$ cat src/rtl/wb_rr_intercon.sv
// Shared-bus Wishbone interconnect: NM masters, NS slaves, round-robin arbitration,
// address-decode error reporting and a stalled-strobe watchdog.
module wb_rr_intercon #(
   parameter int unsigned NM      = 4,
   parameter int unsigned NS      = 4,
   parameter int unsigned AW      = 32,
   parameter int unsigned DW      = 32,
   parameter int unsigned SB      = 2,
   parameter int unsigned TIMEOUT = 255
) (
   input  logic                   sys_clk,
   input  logic                   sys_rst,
   input  logic [NM*AW-1:0]       m_adr_i,
   input  logic [NM*DW-1:0]       m_dat_i,
   input  logic [NM*(DW/8)-1:0]   m_sel_i,
   input  logic [NM-1:0]          m_we_i,
   input  logic [NM-1:0]          m_cyc_i,
   input  logic [NM-1:0]          m_stb_i,
   output logic [DW-1:0]          m_dat_o,
   output logic [NM-1:0]          m_ack_o,
   output logic [NM-1:0]          m_err_o,
   output logic [AW-1:0]          s_adr_o,
   output logic [DW-1:0]          s_dat_o,
   output logic [DW/8-1:0]        s_sel_o,
   output logic                   s_we_o,
   output logic [NS-1:0]          s_cyc_o,
   output logic [NS-1:0]          s_stb_o,
   input  logic [NS*DW-1:0]       s_dat_i,
   input  logic [NS-1:0]          s_ack_i,
   output logic [NM-1:0]          gnt_o
);

   localparam int unsigned SW = DW / 8;
   localparam int unsigned IW = (NM > 1) ? $clog2(NM) : 1;
   localparam int unsigned WW = $clog2(TIMEOUT + 1);

   typedef enum logic {StIdle, StBusy} state_e;

   state_e          state_q, state_d;
   logic [NM-1:0]   gnt_q, gnt_d;
   logic [IW-1:0]   last_q, last_d;
   logic [WW-1:0]   wd_q, wd_d;
   logic [NM-1:0]   derr_q, derr_d;

   logic [AW-1:0]   g_adr;
   logic [DW-1:0]   g_dat;
   logic [SW-1:0]   g_sel;
   logic            g_we, g_cyc, g_stb;
   logic            busy, req, miss, tout, ack_hit, tout_err;
   logic [SB-1:0]   sidx;
   logic            sel_ack;
   logic [DW-1:0]   sel_dat;
   logic            found;
   logic [IW-1:0]   win, cand;
   logic [NM-1:0]   win_oh;

   // One-hot grant lets the master mux be a plain OR reduction.
   always_comb begin
      g_adr = '0;
      g_dat = '0;
      g_sel = '0;
      g_we  = 1'b0;
      g_cyc = 1'b0;
      g_stb = 1'b0;
      for (int k = 0; k < NM; k++) begin
         if (gnt_q[k]) begin
            g_adr = g_adr | m_adr_i[k*AW +: AW];
            g_dat = g_dat | m_dat_i[k*DW +: DW];
            g_sel = g_sel | m_sel_i[k*SW +: SW];
            g_we  = g_we  | m_we_i[k];
            g_cyc = g_cyc | m_cyc_i[k];
            g_stb = g_stb | m_stb_i[k];
         end
      end
   end

   assign busy = (state_q == StBusy);
   assign req  = busy & g_cyc & g_stb;
   assign sidx = g_adr[AW-1 -: SB];
   assign miss = (32'(sidx) >= NS);

   always_comb begin
      sel_ack = 1'b0;
      sel_dat = '0;
      for (int i = 0; i < NS; i++) begin
         if (sidx == SB'(i)) begin
            sel_ack = s_ack_i[i];
            sel_dat = s_dat_i[i*DW +: DW];
         end
      end
   end

   assign tout     = req & (wd_q == WW'(TIMEOUT - 1));
   assign ack_hit  = req & ~miss & sel_ack;
   assign tout_err = tout & ~ack_hit;

   always_comb begin
      m_ack_o = gnt_q & {NM{ack_hit}};
      m_err_o = (derr_q & ~m_ack_o) | (gnt_q & {NM{tout_err}});
      m_dat_o = (busy & ~miss) ? sel_dat : '0;
      s_adr_o = busy ? g_adr : '0;
      s_dat_o = busy ? g_dat : '0;
      s_sel_o = busy ? g_sel : '0;
      s_we_o  = busy & g_we;
      s_cyc_o = '0;
      s_stb_o = '0;
      for (int i = 0; i < NS; i++) begin
         if (busy && !miss && !tout && sidx == SB'(i)) begin
            s_cyc_o[i] = g_cyc;
            s_stb_o[i] = g_cyc & g_stb;
         end
      end
      gnt_o = gnt_q;
   end

   // Round-robin scan starting just after the most recently granted master.
   always_comb begin
      found = 1'b0;
      win   = last_q;
      cand  = last_q;
      for (int o = 1; o <= NM; o++) begin
         cand = IW'((32'(last_q) + 32'(o)) % NM);
         if (!found && m_cyc_i[cand]) begin
            found = 1'b1;
            win   = cand;
         end
      end
      for (int k = 0; k < NM; k++) begin
         win_oh[k] = (win == IW'(k));
      end
   end

   always_comb begin
      state_d = state_q;
      gnt_d   = gnt_q;
      last_d  = last_q;
      unique case (state_q)
         StIdle: begin
            if (found) begin
               state_d = StBusy;
               gnt_d   = win_oh;
               last_d  = win;
            end
         end
         StBusy: begin
            if (!g_cyc) begin
               if (found) begin
                  gnt_d  = win_oh;
                  last_d = win;
               end else begin
                  state_d = StIdle;
                  gnt_d   = '0;
               end
            end
         end
         default: begin
            state_d = StIdle;
            gnt_d   = '0;
         end
      endcase
   end

   // Watchdog only runs while the granted master strobes without a response.
   always_comb begin
      wd_d   = (req && !ack_hit && !(|m_err_o)) ? wd_q + WW'(1) : '0;
      derr_d = gnt_q & {NM{req & miss & ~(|derr_q)}};
   end

   always_ff @(posedge sys_clk) begin
      if (sys_rst) begin
         state_q <= StIdle;
         gnt_q   <= '0;
         last_q  <= IW'(NM - 1);
         wd_q    <= '0;
         derr_q  <= '0;
      end else begin
         state_q <= state_d;
         gnt_q   <= gnt_d;
         last_q  <= last_d;
         wd_q    <= wd_d;
         derr_q  <= derr_d;
      end
   end

endmodule

$ cat config.mk
export PLATFORM = sky130hd
export DESIGN_NAME = wb_rr_intercon
export DESIGN_NICKNAME = d
export VERILOG_FILES = /design/src/rtl/wb_rr_intercon.sv
export SDC_FILE = /design/constraint.sdc
export NUM_CORES = 1
export LEC_CHECK = 0
export CAP_MARGIN = 40
export CORE_AREA = 2 2 209 211
export CTS_CLUSTER_DIAMETER = 100
export DETAILED_ROUTE_END_ITERATION = 8
export DIE_AREA = 0 0 211 213
export PLACE_DENSITY = 0.34
export SYNTH_ARGS = -nofsm -noshare
export SYNTH_HDL_FRONTEND = slang
export SYNTH_SLANG_ARGS = --single-unit
$ cat constraint.sdc
create_clock -name sys_clk -period 3 [get_ports sys_clk]
set_input_delay 0.75 -clock sys_clk [delete_from_list [all_inputs] [get_ports sys_clk]]
set_output_delay 0.75 -clock sys_clk [all_outputs]
set_load 0.01 [all_outputs]
### Word level (Yosys, flattened, before mapping)

Index checks and enable logic that the tools add are counted.

| word-level totals | value |
|---|---|
| register bits after elaboration | 15 |
| output and inout port bits | 121 |
| bits of input ports | 418 |

| operators by class | value |
|---|---|
| add/subtract/negate cells | 5 |
| bitwise logic cells | 30 |
| reduce and logical (&&, ||, !) cells | 21 |
| $lt $le $gt $ge | 4 |
| eq/ne operators | 9 |
| mux-type cells | 70 |

Operators with widths:

| kind | count |
|---|---|
| 32-bit two-way mux | 15 |
| 32-bit bitwise OR | 6 |
| 1-bit two-way mux | 34 |
| 4-bit two-way mux | 8 |
| 2-bit by 3-bit < comparator with 1-bit output (second input constant) | 4 |
| 2-bit two-way mux | 6 |
| 4-bit bitwise OR | 3 |
| 1-bit logical AND | 10 |
| 1-bit bitwise OR | 9 |
| 8-bit by 1-bit adder with 8-bit output (second input constant) | 1 |
| 4-bit AND | 2 |
| 1-bit binary-select mux with 2-bit select | 4 |
| 2-bit == test (second input constant) | 4 |
| 8-bit == test (second input constant) | 1 |
| 4-bit case mux with 2 select lines | 1 |
| 1-bit AND | 7 |
| 1-bit zero test | 6 |
| 2-bit by 1-bit adder with 2-bit output (second input constant) | 2 |
| 2-bit adder (second input constant) | 2 |
| 2-bit by 1-bit == test with 1-bit output (second input constant) | 2 |
| 2-bit zero test | 2 |
| 2-bit inequality test (second input constant) | 2 |
| 2-bit case mux with 2 select lines | 1 |
| 4-bit OR reduction | 1 |
| 4 further kinds | 6 |

### Longest topological paths before layout

| depth | value |
|---|---|
| word-level depth | 21 |
| depth in mapped cells | 6 |

### Least setup slack after synthesis

OpenSTA, ideal clock, no wires.

| timing path | value |
|---|---|
| kind | input -> output |
| from | in m_adr_i[30] |
| to | out m_dat_o[18] |
| data required time | 2250 ps |
| path buffers | 2 |
| data arrival time | 2148 ps |
| cell stages on the path | 6 |
| setup slack | 102 ps |
| path through | a22oi_1 -> and2_4 -> buf_6 -> buf_6 -> mux4_2 -> and2_1 |

| on the way | value |
|---|---|
| cells in the longest elaborated chain, start to end | 13 |
| elaborated cells between the ends (all ways) | 16 |
| classes of those cells | eq/ne (3); mux (9); bitwise (3); reduce/logical (1) |

Ends and longest elaborated chain:

| item | RTL line | source |
|---|---|---|
| from (decl) | 13 | `input logic [NM*AW-1:0] m_adr_i,` |
| 32-bit two-way mux * | 66 | `if (gnt_q[k]) begin` |
| 32-bit bitwise OR | 67 | `g_adr = g_adr \| m_adr_i[k*AW +: AW];` |
| 32-bit two-way mux * | 66 |  |
| 32-bit bitwise OR | 67 |  |
| 32-bit two-way mux * | 66 |  |
| 32-bit bitwise OR | 67 |  |
| 32-bit two-way mux * | 66 |  |
| 2-bit zero test | 86 | `if (sidx == SB'(i)) begin` |
| 32-bit two-way mux (3 in series) | 86 |  |
| 32-bit two-way mux * | 86 |  |
| 32-bit two-way mux * | 100 | `m_dat_o = (busy & ~miss) ? sel_dat : '0;` |
| to (decl) | 19 | `output logic [DW-1:0] m_dat_o,` |

Mark *: on every way between the ends. The rest lies on a longest branch, timed or not.

### Worst setup path after layout

| timing path | value |
|---|---|
| from | in m_adr_i[30] |
| to | out m_dat_o[13] |

The elaborated chain is that of the path after synthesis.

==> flow_summary.json <==
{
  "rows": 76,
  "setup_ws_ns": -0.206,
  "wl_mm": 35.0,
  "netlist_top_cells_count": "a22oi_1, a21oi_1, and2_1, mux4_2, clkbuf_1",
  "fmax_ghz": 0.312,
  "setup_viol": 32,
  "synth_area_leader_cell": "a22oi_1",
  "cts_buffers": 3,
  "drc": 0,
  "reg2reg_slack_ns": 0.85,
  "synth_seq_cells": 15,
  "powerDensity_mw_per_mm2": 325,
  "yosys.area.top_type_share_pct": 30.4,
  "cp-start-kind": "input pin",
  "grt_util_met3_pct": 3.93,
  "crit_start": "m_adr_i[30]",
  "wire_per_inst_microns": 22.6,
  "crit_type": "input pin to output port",
  "portBuffers": 538,
  "crit_end": "m_dat_o[13]",
  "syn_area_per_cell_sq_um": 8.00,
  "status": "finished, violations left",
  "reg2regPathDepth": 9,
  "cts.htree.levels": 1,
  "cts_root_buffer": "clkbuf_16",
  "dr.pass1.iters": 4,
  "gr-usage-met2_pct": 26.9,
  "yosys_warnings": 0,
  "layout_min_cycle_time_ns": 3.21,
  "cp.required_ns": 2.25,
  "core-area_sq_mm": 0.0427,
  "initial_core_util_pct": 8.20,
  "grt_max_degree": 58,
  "leakagePower_nw": 3.62,
  "drtIter0Drc": 258,
  "synth_edf_count": 0,
  "drv_slew": 0,
  "fin_skew_ns": 0.00332,
  "fin_worst_hold_slack_ns": 0.545,
  "vias_per_cell": 4.07,
  "cts_num_sinks": 15,
  "async_flop_share_pct": 0,
  "io_pins": 539,
  "netlist_area_sq_mm": 0.00350,
  "vias": 6317,
  "synth_area_leaders": "a22oi_1, mux4_2, a21oi_1, dfxtp_1, and2_1",
  "yosysSeqAreaShare_pct": 8.57,
  "place_area_sq_mm": 0.00976,
  "antenna_found_initial": 7,
  "clk_path_buf_depth": 2,
  "gr-usage-all-layers_pct": 14.4,
  "gr-total-overflow": 0,
  "synth_nets": 858,
  "ant_nets": 0,
  "clock_latency_ns": 0.24,
  "synthToLayoutAreaGrowth_pct": 191,
  "cts_tree": "done",
  "post-synth-top-count-cell": "a22oi_1",
  "grt_pass1_wl_mm": 47.5,
  "clkSlewWorstSetupHoldPaths_ns": 0.05,
  "synthCells": 438,
  "failed_checks": "negative setup slack",
  "die_height_microns": 213,
  "max_slew_margin_pct": 62.1,
  "path_max_fanout": 5,
  "grt_util_met1_pct": 16.2,
  "gp_congestion": 0.830,
  "crit_path_end_kind": "output port",
  "fin_area_sq_mm": 0.0102,
  "rsz0062_at_grt": "yes",
  "drive_gt1_share_pct": 19.7,
  "hold_path.class": "register to register",
  "worst_pin_slew_ns": 0.569,
  "timing.rr.end": "wd_q[0]",
  "final_util_pct": 23.8,
  "synth_flop_cell": "dfxtp_1",
  "nets": 1420,
  "dieArea_sq_mm": 0.0449,
  "busiest_layer": "met2",
  "cp.arrival_ns": 2.46,
  "r2r_start": "gnt_o[0]",
  "min_path_cells": 2,
  "synth.distinct_cells": 36,
  "cap_violations": 0,
  "vdd_drop_max_v": 0.000156,
  "period_share_pct": 107,
  "dp_hpwl_mm": 28.9,
  "grt_pass1_vias": 6721,
  "fp.dieW_microns": 211,
  "hold_violations": 0
}
## metrics by stage
stage	std cells	setup TNS (ns)	worst slack [ns]	power, mW
2_1_floorplan	438	0	0.102	1.31
3_3_place_gp	1516	-35.57	-0.867	2.79
3_5_place_dp	1516	-35.84	-0.874	2.78
4_1_cts	1545	-4.74	-0.223	3.31
5_1_grt	1551	-5.70	-0.268	3.51
6_report	1552	-3.63	-0.206	3.30
## layer usage
layer	up-vias	wire length (microns)	part of all wire, %
met3	20	2900	8.3
met4	0	578	1.6
met1	2988	13300	38
li1	2952	-	-
met5	-	0	0
met2	357	18300	52
## layout make-up
| type | instances | area, sq um |
|---|---|---|
| Clock buffer | 4 | 78.8 |
| Tap cell | 546 | 683 |
| Sequential cell | 15 | 315 |
| Fill cell | 4714 | 32500 |
| Antenna cell | 7 | 17.5 |
| Timing Repair Buffer | 609 | 5990 |
| Multi-Input combinational cell | 367 | 3080 |
| Inverter | 4 | 15.0 |
## report_power, final
group          total [mW]  switching [mW]  leakage [nW]  internal [mW]
clock network       0.256          0.0761        0.0382          0.180
logic                2.81            1.15          3.46           1.66
registers           0.237          0.0194         0.125          0.218
total                3.30            1.25          3.62           2.05
## cell usage in the layout (no fill, tap or decap), drive strengths merged, types with 2 or more instances in the layout
cell type	netlist	layout
nand2b	4	4
o311ai	2	2
diode	0	7
a21o	3	3
buf	23	117
dlygate4sd2	0	18
nor2	6	6
a22oi	142	142
nand4	2	2
mux4	32	32
o21ai	5	5
clkbuf	29	8
a32o	4	4
nand3	11	11
inv	4	4
clkdlybuf4s50	0	469
a22o	2	2
nor4	2	2
dfxtp	15	15
ha	2	2
a211oi	8	8
a21oi	76	76
nor3	8	8
and4	6	6
xor2	5	5
and2	33	33
nand2	7	7
## flip-flops by register name, indices dropped and copies added, names as in the netlist
register and count:
busy 1, gnt_o 4, last_q 2, wd_q 8
## critical path: stages
cell	delay, ns
buf_6	0.09
a22oi_2	0.13
buf_4	0.15
and2_4	0.18
buf_6	0.12
buf_6	0.13
buf_16	0.13
mux4_2	0.49
and2_4	0.17
buf_6	0.11
## cells by family after synthesis
kind of cell / count (synthesis) / synth area share, %
xor+xnor: 6 / 1.50
buf+inv: 56 / 6.89
fa+ha+maj: 2 / 0.714
simple gates: 82 / 13.6
flops: 15 / 8.57
compound gates: 245 / 48.2
mux: 32 / 20.6
## worst min path at each step
| stage | start | endpoint | slack (ns) |
|---|---|---|---|
| 4_1_cts | wd_q[0] | wd_q[0] | 0.55 |
| 5_1_grt | wd_q[0] | wd_q[0] | 0.59 |
| 3_5_place_dp | wd_q[0] | wd_q[0] | 0.54 |
| 2_1_floorplan | wd_q[0] | wd_q[0] | 0.48 |
| 6_report | wd_q[0] | wd_q[0] | 0.55 |
| 3_3_place_gp | wd_q[0] | wd_q[0] | 0.54 |
## repair_timing
item,4_1_cts,5_1_grt
hold buffers,0,0
gates resized for setup,237,47
buffers inserted,20,5
endpoints found under the hold margin,0,0
pin swaps,13,3
endpoints found under the setup margin,97,46
gates cloned,5,0
Power figures use the tool's default switching activity.
